### config.mk
export PLATFORM = sky130hd
export DESIGN_NAME = irq_pending_arbiter_flat
export DESIGN_NICKNAME = d
export VERILOG_FILES = /design/src/rtl/irq_pending_arbiter_pkg.sv /design/src/rtl/irq_pending_arbiter_if.sv /design/src/rtl/irq_pending_arbiter_capture.sv /design/src/rtl/irq_pending_arbiter.sv /design/src/flat_wrapper.sv
export SDC_FILE = /design/constraint.sdc
export NUM_CORES = 1
export LEC_CHECK = 0
export CORE_MARGIN = 3
export CORE_UTILIZATION = 47
export DETAILED_ROUTE_END_ITERATION = 6
export PLACE_DENSITY = 0.91
export SYNTH_ARGS = -nofsm -noshare
export SYNTH_HDL_FRONTEND = slang
export SYNTH_HIERARCHICAL = 1
export SYNTH_SLANG_ARGS = --single-unit
### constraint.sdc
create_clock -name clk -period 2.1 [get_ports clk]
set_clock_uncertainty 0.2 [all_clocks]
set_input_delay 0.42 -clock clk [delete_from_list [all_inputs] [get_ports clk]]
set_output_delay 0.42 -clock clk [all_outputs]
set_load 0.01 [all_outputs]
### src/rtl/irq_pending_arbiter_pkg.sv
// Shared types and helpers for the pending-request arbiter and other
// priority-encoder users.
package irq_pending_arbiter_pkg;

  localparam int IRQ_N_REQ = 8;
  localparam int IRQ_ID_W  = 3;

  typedef enum logic [0:0] {
    IDLE    = 1'b0,
    PRESENT = 1'b1
  } irq_state_e;

  // Index of the most significant set bit; 0 when the vector is empty.
  function automatic logic [IRQ_ID_W-1:0] highest_set_bit(input logic [IRQ_N_REQ-1:0] vec);
    logic [IRQ_ID_W-1:0] idx;
    idx = {IRQ_ID_W{1'b0}};
    for (int i = 0; i < IRQ_N_REQ; i++) begin
      if (vec[i]) begin
        idx = IRQ_ID_W'(i);
      end
    end
    return idx;
  endfunction

endpackage

### src/rtl/irq_pending_arbiter_if.sv
// Valid/ready handshake carrying the encoded request ID to the consumer.
interface irq_pending_arbiter_if;
  import irq_pending_arbiter_pkg::*;

  logic                out_valid;
  logic [IRQ_ID_W-1:0] out_id;
  logic                out_ready;

  modport master (output out_valid, output out_id, input  out_ready);
  modport slave  (input  out_valid, input  out_id, output out_ready);

endinterface

### src/rtl/irq_pending_arbiter_capture.sv
// Request capture: registers the raw lines once and produces the per-bit
// set vector, rising-edge or level depending on EDGE_MASK.
module irq_capture
  import irq_pending_arbiter_pkg::*;
#(
  parameter logic [IRQ_N_REQ-1:0] EDGE_MASK = 8'hFF
) (
  input  logic                 clk,
  input  logic                 rst,
  input  logic [IRQ_N_REQ-1:0] req_in,
  output logic [IRQ_N_REQ-1:0] set
);

  logic [IRQ_N_REQ-1:0] req_q;

  // Loading req_in during reset means a line held high across release is not an edge.
  always_ff @(posedge clk) begin
    if (rst) begin
      req_q <= req_in;
    end else begin
      req_q <= req_in;
    end
  end

  // Edge bits fire on 0->1 transitions, level bits fire while high.
  always_comb begin
    set = (req_in & ~req_q & EDGE_MASK) | (req_in & ~EDGE_MASK);
  end

endmodule

### src/rtl/irq_pending_arbiter.sv
// Sticky pending register with per-bit enable, presenting the highest-priority
// enabled request (bit 7 highest) as an ID over a valid/ready handshake.
module irq_pending_arbiter
  import irq_pending_arbiter_pkg::*;
#(
  parameter int                   N_REQ     = IRQ_N_REQ,
  parameter int                   ID_W      = IRQ_ID_W,
  parameter logic [IRQ_N_REQ-1:0] EDGE_MASK = 8'hFF
) (
  input  logic                  clk,
  input  logic                  rst,
  input  logic [N_REQ-1:0]      req_in,
  input  logic [N_REQ-1:0]      mask,
  input  logic                  clr_all,
  irq_pending_arbiter_if.master bus,
  output logic [N_REQ-1:0]      pending,
  output logic                  overflow
);

  irq_state_e        state_r;
  irq_state_e        state_nxt_s;
  logic [N_REQ-1:0]  set_s;
  logic [N_REQ-1:0]  clr_s;
  logic [N_REQ-1:0]  eligible_s;
  logic [N_REQ-1:0]  pending_nxt_s;
  logic              overflow_nxt_s;
  logic              valid_nxt_s;
  logic [ID_W-1:0]   id_nxt_s;

  irq_capture #(
    .EDGE_MASK (EDGE_MASK)
  ) u_capture (
    .clk    (clk),
    .rst    (rst),
    .req_in (req_in),
    .set    (set_s)
  );

  // Pending update: set wins over the grant clear, flush overrides both.
  always_comb begin
    clr_s          = {N_REQ{1'b0}};
    eligible_s     = pending & mask;
    pending_nxt_s  = pending;
    overflow_nxt_s = 1'b0;
    if (bus.out_valid && bus.out_ready) begin
      clr_s = {{(N_REQ-1){1'b0}}, 1'b1} << bus.out_id;
    end else begin
      clr_s = {N_REQ{1'b0}};
    end
    if (clr_all) begin
      pending_nxt_s  = {N_REQ{1'b0}};
      overflow_nxt_s = 1'b0;
    end else begin
      pending_nxt_s  = (pending & ~clr_s) | set_s;
      overflow_nxt_s = |(set_s & pending & ~clr_s);
    end
  end

  // Presentation FSM: the ID is latched on entry to PRESENT and never altered there.
  always_comb begin
    state_nxt_s = state_r;
    valid_nxt_s = bus.out_valid;
    id_nxt_s    = bus.out_id;
    if (clr_all) begin
      state_nxt_s = IDLE;
      valid_nxt_s = 1'b0;
    end else begin
      case (state_r)
        IDLE: begin
          if (|eligible_s) begin
            state_nxt_s = PRESENT;
            valid_nxt_s = 1'b1;
            id_nxt_s    = highest_set_bit(eligible_s);
          end else begin
            state_nxt_s = IDLE;
            valid_nxt_s = 1'b0;
          end
        end
        PRESENT: begin
          if (bus.out_ready) begin
            state_nxt_s = IDLE;
            valid_nxt_s = 1'b0;
          end else begin
            state_nxt_s = PRESENT;
            valid_nxt_s = 1'b1;
          end
        end
        default: begin
          state_nxt_s = IDLE;
          valid_nxt_s = 1'b0;
        end
      endcase
    end
  end

  // FSM state register.
  always_ff @(posedge clk) begin
    if (rst) begin
      state_r <= IDLE;
    end else begin
      state_r <= state_nxt_s;
    end
  end

  // Registered outputs and pending state.
  always_ff @(posedge clk) begin
    if (rst) begin
      pending       <= {N_REQ{1'b0}};
      overflow      <= 1'b0;
      bus.out_valid <= 1'b0;
      bus.out_id    <= {ID_W{1'b0}};
    end else begin
      pending       <= pending_nxt_s;
      overflow      <= overflow_nxt_s;
      bus.out_valid <= valid_nxt_s;
      bus.out_id    <= id_nxt_s;
    end
  end

endmodule

### src/flat_wrapper.sv
// flat-port wrapper written by rule: the top's interface ports become plain ports
module irq_pending_arbiter_flat import irq_pending_arbiter_pkg::*;
#(
  parameter int                   N_REQ     = IRQ_N_REQ,
  parameter int                   ID_W      = IRQ_ID_W,
  parameter logic [IRQ_N_REQ-1:0] EDGE_MASK = 8'hFF
)
  (clk, rst, req_in, mask, clr_all, pending, overflow, bus_out_valid, bus_out_id, bus_out_ready);
  irq_pending_arbiter_if bus_i ();
  input  logic clk;
  input  logic rst;
  input  logic [N_REQ-1:0] req_in;
  input  logic [N_REQ-1:0] mask;
  input  logic clr_all;
  output logic [N_REQ-1:0] pending;
  output logic overflow;
  output wire logic [$bits(bus_i.out_valid)-1:0] bus_out_valid;
  output wire logic [$bits(bus_i.out_id)-1:0] bus_out_id;
  input wire logic [$bits(bus_i.out_ready)-1:0] bus_out_ready;
  assign bus_out_valid = bus_i.out_valid;
  assign bus_out_id = bus_i.out_id;
  assign bus_i.out_ready = bus_out_ready;
  irq_pending_arbiter #(.N_REQ(N_REQ), .ID_W(ID_W), .EDGE_MASK(EDGE_MASK)) u_core (.clk(clk), .rst(rst), .req_in(req_in), .mask(mask), .clr_all(clr_all), .bus(bus_i), .pending(pending), .overflow(overflow));
endmodule
==> impl_results.rst <==
.. list-table::
   :header-rows: 1

   * - Metric
     - Value
   * - Outcome
     - completed
   * - Starting utilization of the core area
     - 53.27%
   * - Critical path start-end classification
     - reg2out
   * - DP Wirelength
     - 1973 µm
   * - Number of fillers in the final layout
     - 121
   * - Measured slew at the worst slew-check pin
     - 292.9 ps
   * - Final setup violation count
     - 0
   * - Commonest non-fill, non-tap cells in the layout
     - 32 x sky130_fd_sc_hd__clkdlybuf4s50_1, 20 x sky130_fd_sc_hd__dfxtp_1, 14 x sky130_fd_sc_hd__nand2_1, 13 x sky130_fd_sc_hd__a21oi_1, 12 x sky130_fd_sc_hd__nor2_1
   * - Number of nets in the synthesized netlist
     - 121
   * - Placeable core region
     - 1858 µm²
   * - Number of antenna violations at the first check in global routing
     - 0
   * - Top_reg_cell synth
     - sky130_fd_sc_hd__dfxtp_1
   * - Post-synth EDFFs
     - 0
   * - Sequential group share of total power
     - 56.3%
   * - Worst Slack Setup Final
     - 81.38 ps
   * - Final net count
     - 157
   * - Register bit count reported by yosys
     - 21
   * - Clock tree buffer depth
     - 2
   * - Type of destination of the critical path
     - primary output
   * - IO Count
     - 33
   * - Place WS
     - 58.26 ps
   * - Share of total power consumed by net switching
     - 26.23%
   * - Number of synthesis warnings
     - 6
   * - PD cells
     - 577.6 nW/µm²
   * - Largest net degree at the start of global routing
     - 12
   * - Vias in the first global route
     - 909
   * - Die W
     - 51.89 µm
   * - Area of the mapped netlist
     - 989.7 µm²
   * - Residual DRC
     - 0
   * - Clock buffers created by TritonCTS
     - 3
   * - Hold Buf Count CTS
     - 0
   * - Crit path arrival time
     - 1400 ps
   * - Vias per cell
     - 5.696
   * - RePlAce Congestion
     - 0.8739
   * - Mean area per synthesized cell
     - 9.799 µm²
   * - Biggest fanout along the worst timing path
     - 8
   * - Most common cell after layout, fill and taps aside
     - sky130_fd_sc_hd__clkdlybuf4s50_1
   * - Critical path's largest stage delay
     - 600 ps
   * - Crit path max-delay family
     - buffers and inverters
   * - Number of cells traversed by the worst hold path
     - 2
   * - Layout Area Growth over Synthesis
     - 37.93%
   * - Antenna cell count
     - 0
   * - Number of standard cells after synthesis
     - 101
   * - Standard-cell row count
     - 15
   * - Rel. slew slack
     - 80.47%
   * - Worst endpoint required time
     - 1480 ps
   * - Final critical-path required period
     - 2019 ps
   * - Area share of the leading cell type in the synthesized netlist
     - 42.48%
   * - Hold crit path type
     - reg2reg
   * - Startpoint of the lowest-slack hold path
     - u_core/bus.out_id[2]
   * - Via count of the routed design
     - 917
   * - Root cell of the clock tree
     - sky130_fd_sc_hd__clkbuf_4
   * - Number of failing hold endpoints at the final stage
     - 0
   * - Post-route fraction of the period consumed by the critical path
     - 96.12%
   * - Reported max-cap violation count
     - 0
   * - Y dimension of the die
     - 51.89 µm
   * - Number of iterations in the first detailed-routing pass
     - 4
   * - Die area
     - 2693 µm²
   * - Total wire length after detailed routing
     - 2599 µm
   * - Layout cells sized above 1
     - 16.91%
   * - Drt first-iter violations
     - 44
   * - Leakage dissipation
     - 0.0005183 µW
   * - Worst supply voltage drop on vdd
     - 0.5609 mV
   * - Power share of the combinational group
     - 18.9%
   * - Endpoint of the lowest-slack register-to-register path
     - u_core/overflow
   * - Count of buffering cells on the critical path with inverters included
     - 1
   * - Share of synthesized registers carrying an async set or reset
     - 0%
   * - Biggest area contributors in the synthesized netlist
     - sky130_fd_sc_hd__dfxtp_1 42%, sky130_fd_sc_hd__nor2b_4 11%, sky130_fd_sc_hd__a21oi_1 6.6%
   * - Clock Pin Slew Worst Setup and Hold Paths
     - 110 ps
   * - Setup TNS
     - 0 ps
   * - Post-synth cell types
     - 28
   * - Wirelength per Cell
     - 16.14 µm
   * - TritonCTS clock tree
     - done
   * - Overflow after GRT
     - 0
   * - Proportion of power drawn by the clock network
     - 24.8%
   * - First-pass GRT wire length
     - 4002 µm
   * - Sequential area share after synthesis
     - 42.48%
   * - Setup repair after global routing missed its margin
     - false
   * - IO buf count
     - 32
   * - Cells along the critical path
     - clkdlybuf4s50_1
   * - Routed Antenna Nets
     - 0
   * - Achievable Freq
     - 0.4954 GHz
   * - Startpoint type of the worst setup path
     - register
   * - Worst min-delay path endpoint
     - u_core/bus.out_id[2]
   * - Reported net switching power
     - 206.8 µW
   * - Number of H-tree branching levels
     - 1
   * - Final Slew Violations
     - 0
   * - Internal power summed over all cells
     - 581.7 µW
   * - R2R Setup Slk
     - 480 ps
   * - Clock sink total
     - 21
   * - Critical-path top delay cell
     - sky130_fd_sc_hd__clkdlybuf4s50_1
   * - Worst Reg-to-Reg Cells
     - 4
   * - Aggregate global-route resource usage
     - 20.74%
   * - Startpoint of the most critical register-to-register path
     - u_core/bus.out_valid
   * - Post-synthesis cell type with the largest combined area
     - sky130_fd_sc_hd__dfxtp_1
   * - Clk_lat worst skew
     - 300 ps
## layout make-up
type	instances	area (µm²)	share of cell area [%]
repair buffers	34	335.3	24.56
multi-input cells	77	550.5	40.33
clock buffers	4	26.28	1.925
well taps	25	31.28	2.291
flip-flops and latches	21	421.7	30.89
## sequential cells by signal, summed over array words and instances, names as in the netlist
register                cells
u_core/pending              8
u_core/u_capture/req_q      8
u_core/bus.out_id           3
u_core/bus.out_valid        1
u_core/overflow             1
## stage by stage
| step | hold WS [ps] | cell area, µm² | power, µW | utilization, % | instances |
|---|---|---|---|---|---|
| 2_1_floorplan | 247.7 | 989.7 | 517.7 | - | 101 |
| 3_3_place_gp | 331.6 | 1338 | 593.3 | 71.99 | 157 |
| 3_5_place_dp | 353.4 | 1338 | 598.9 | 71.99 | 157 |
| 4_1_cts | 372.8 | 1364 | 792.6 | 73.40 | 161 |
| 5_1_grt | 371.5 | 1365 | 817.3 | 73.47 | 161 |
| 6_report | 348.9 | 1365 | 788.5 | 73.47 | 161 |
## layer usage
| metal | part of all wire (%) | wire length, µm | GRT usage, % | vias up |
|---|---|---|---|---|
| met2 | 50 | 1293 | 36.61 | 42 |
| met4 | 3.3 | 86 | 8.734 | 0 |
| li1 | - | - | - | 431 |
| met3 | 6.3 | 163 | 5.444 | 11 |
| met1 | 41 | 1056 | 23.17 | 433 |
| met5 | 0 | 0 | 0 | - |
## worst max path at each step
stage	start	end	cells past startpoint
after floorplan	u_core/bus.out_valid	u_core/overflow	5
after global placement	bus_out_ready	u_core/overflow	5
after detailed placement	bus_out_ready	u_core/overflow	5
after CTS	u_core/bus.out_id[2]	bus_out_id[2]	1
after global routing	u_core/bus.out_id[0]	bus_out_id[0]	1
final	u_core/bus.out_id[0]	bus_out_id[0]	1
## repair_timing
action / in CTS / in global routing
setup endpoints to repair: 0 / 1
setup buffers: 0 / 0
gates resized for setup: 0 / 1
## power by group through the flow
stage	Sequential, µW	Combinational, µW	Clock [µW]
after floorplan	452	65.4	0
after global placement	451	143	0
after detailed placement	452	147	0
after CTS	443	148	201
after global routing	447	158	212
final	444	149	196
## kinds of logic (layout without fill, tap and decap cells)
kind of cell | count (synthesis) | after routing | share of synthesized area, %
AND/OR/NAND/NOR | 49 | 49 | 31.10
buffers and inverters | 3 | 38 | 1.896
flip-flops | 21 | 21 | 42.48
AO/OA/AOI/OAI | 28 | 28 | 24.53
## synth_stat cells, types with 2 or more instances
master                     count
sky130_fd_sc_hd__a211oi_1      2
sky130_fd_sc_hd__a21oi_1      13
sky130_fd_sc_hd__a22oi_2       2
sky130_fd_sc_hd__a22oi_4       2
sky130_fd_sc_hd__a31oi_1       2
sky130_fd_sc_hd__buf_4         2
sky130_fd_sc_hd__dfxtp_1      21
sky130_fd_sc_hd__nand2_1      14
sky130_fd_sc_hd__nand2b_1      2
sky130_fd_sc_hd__nand3_1       4
sky130_fd_sc_hd__nor2_1       12
sky130_fd_sc_hd__nor2b_1       2
sky130_fd_sc_hd__nor2b_4       8
Note: power is estimated with default switching activity, not from simulation.
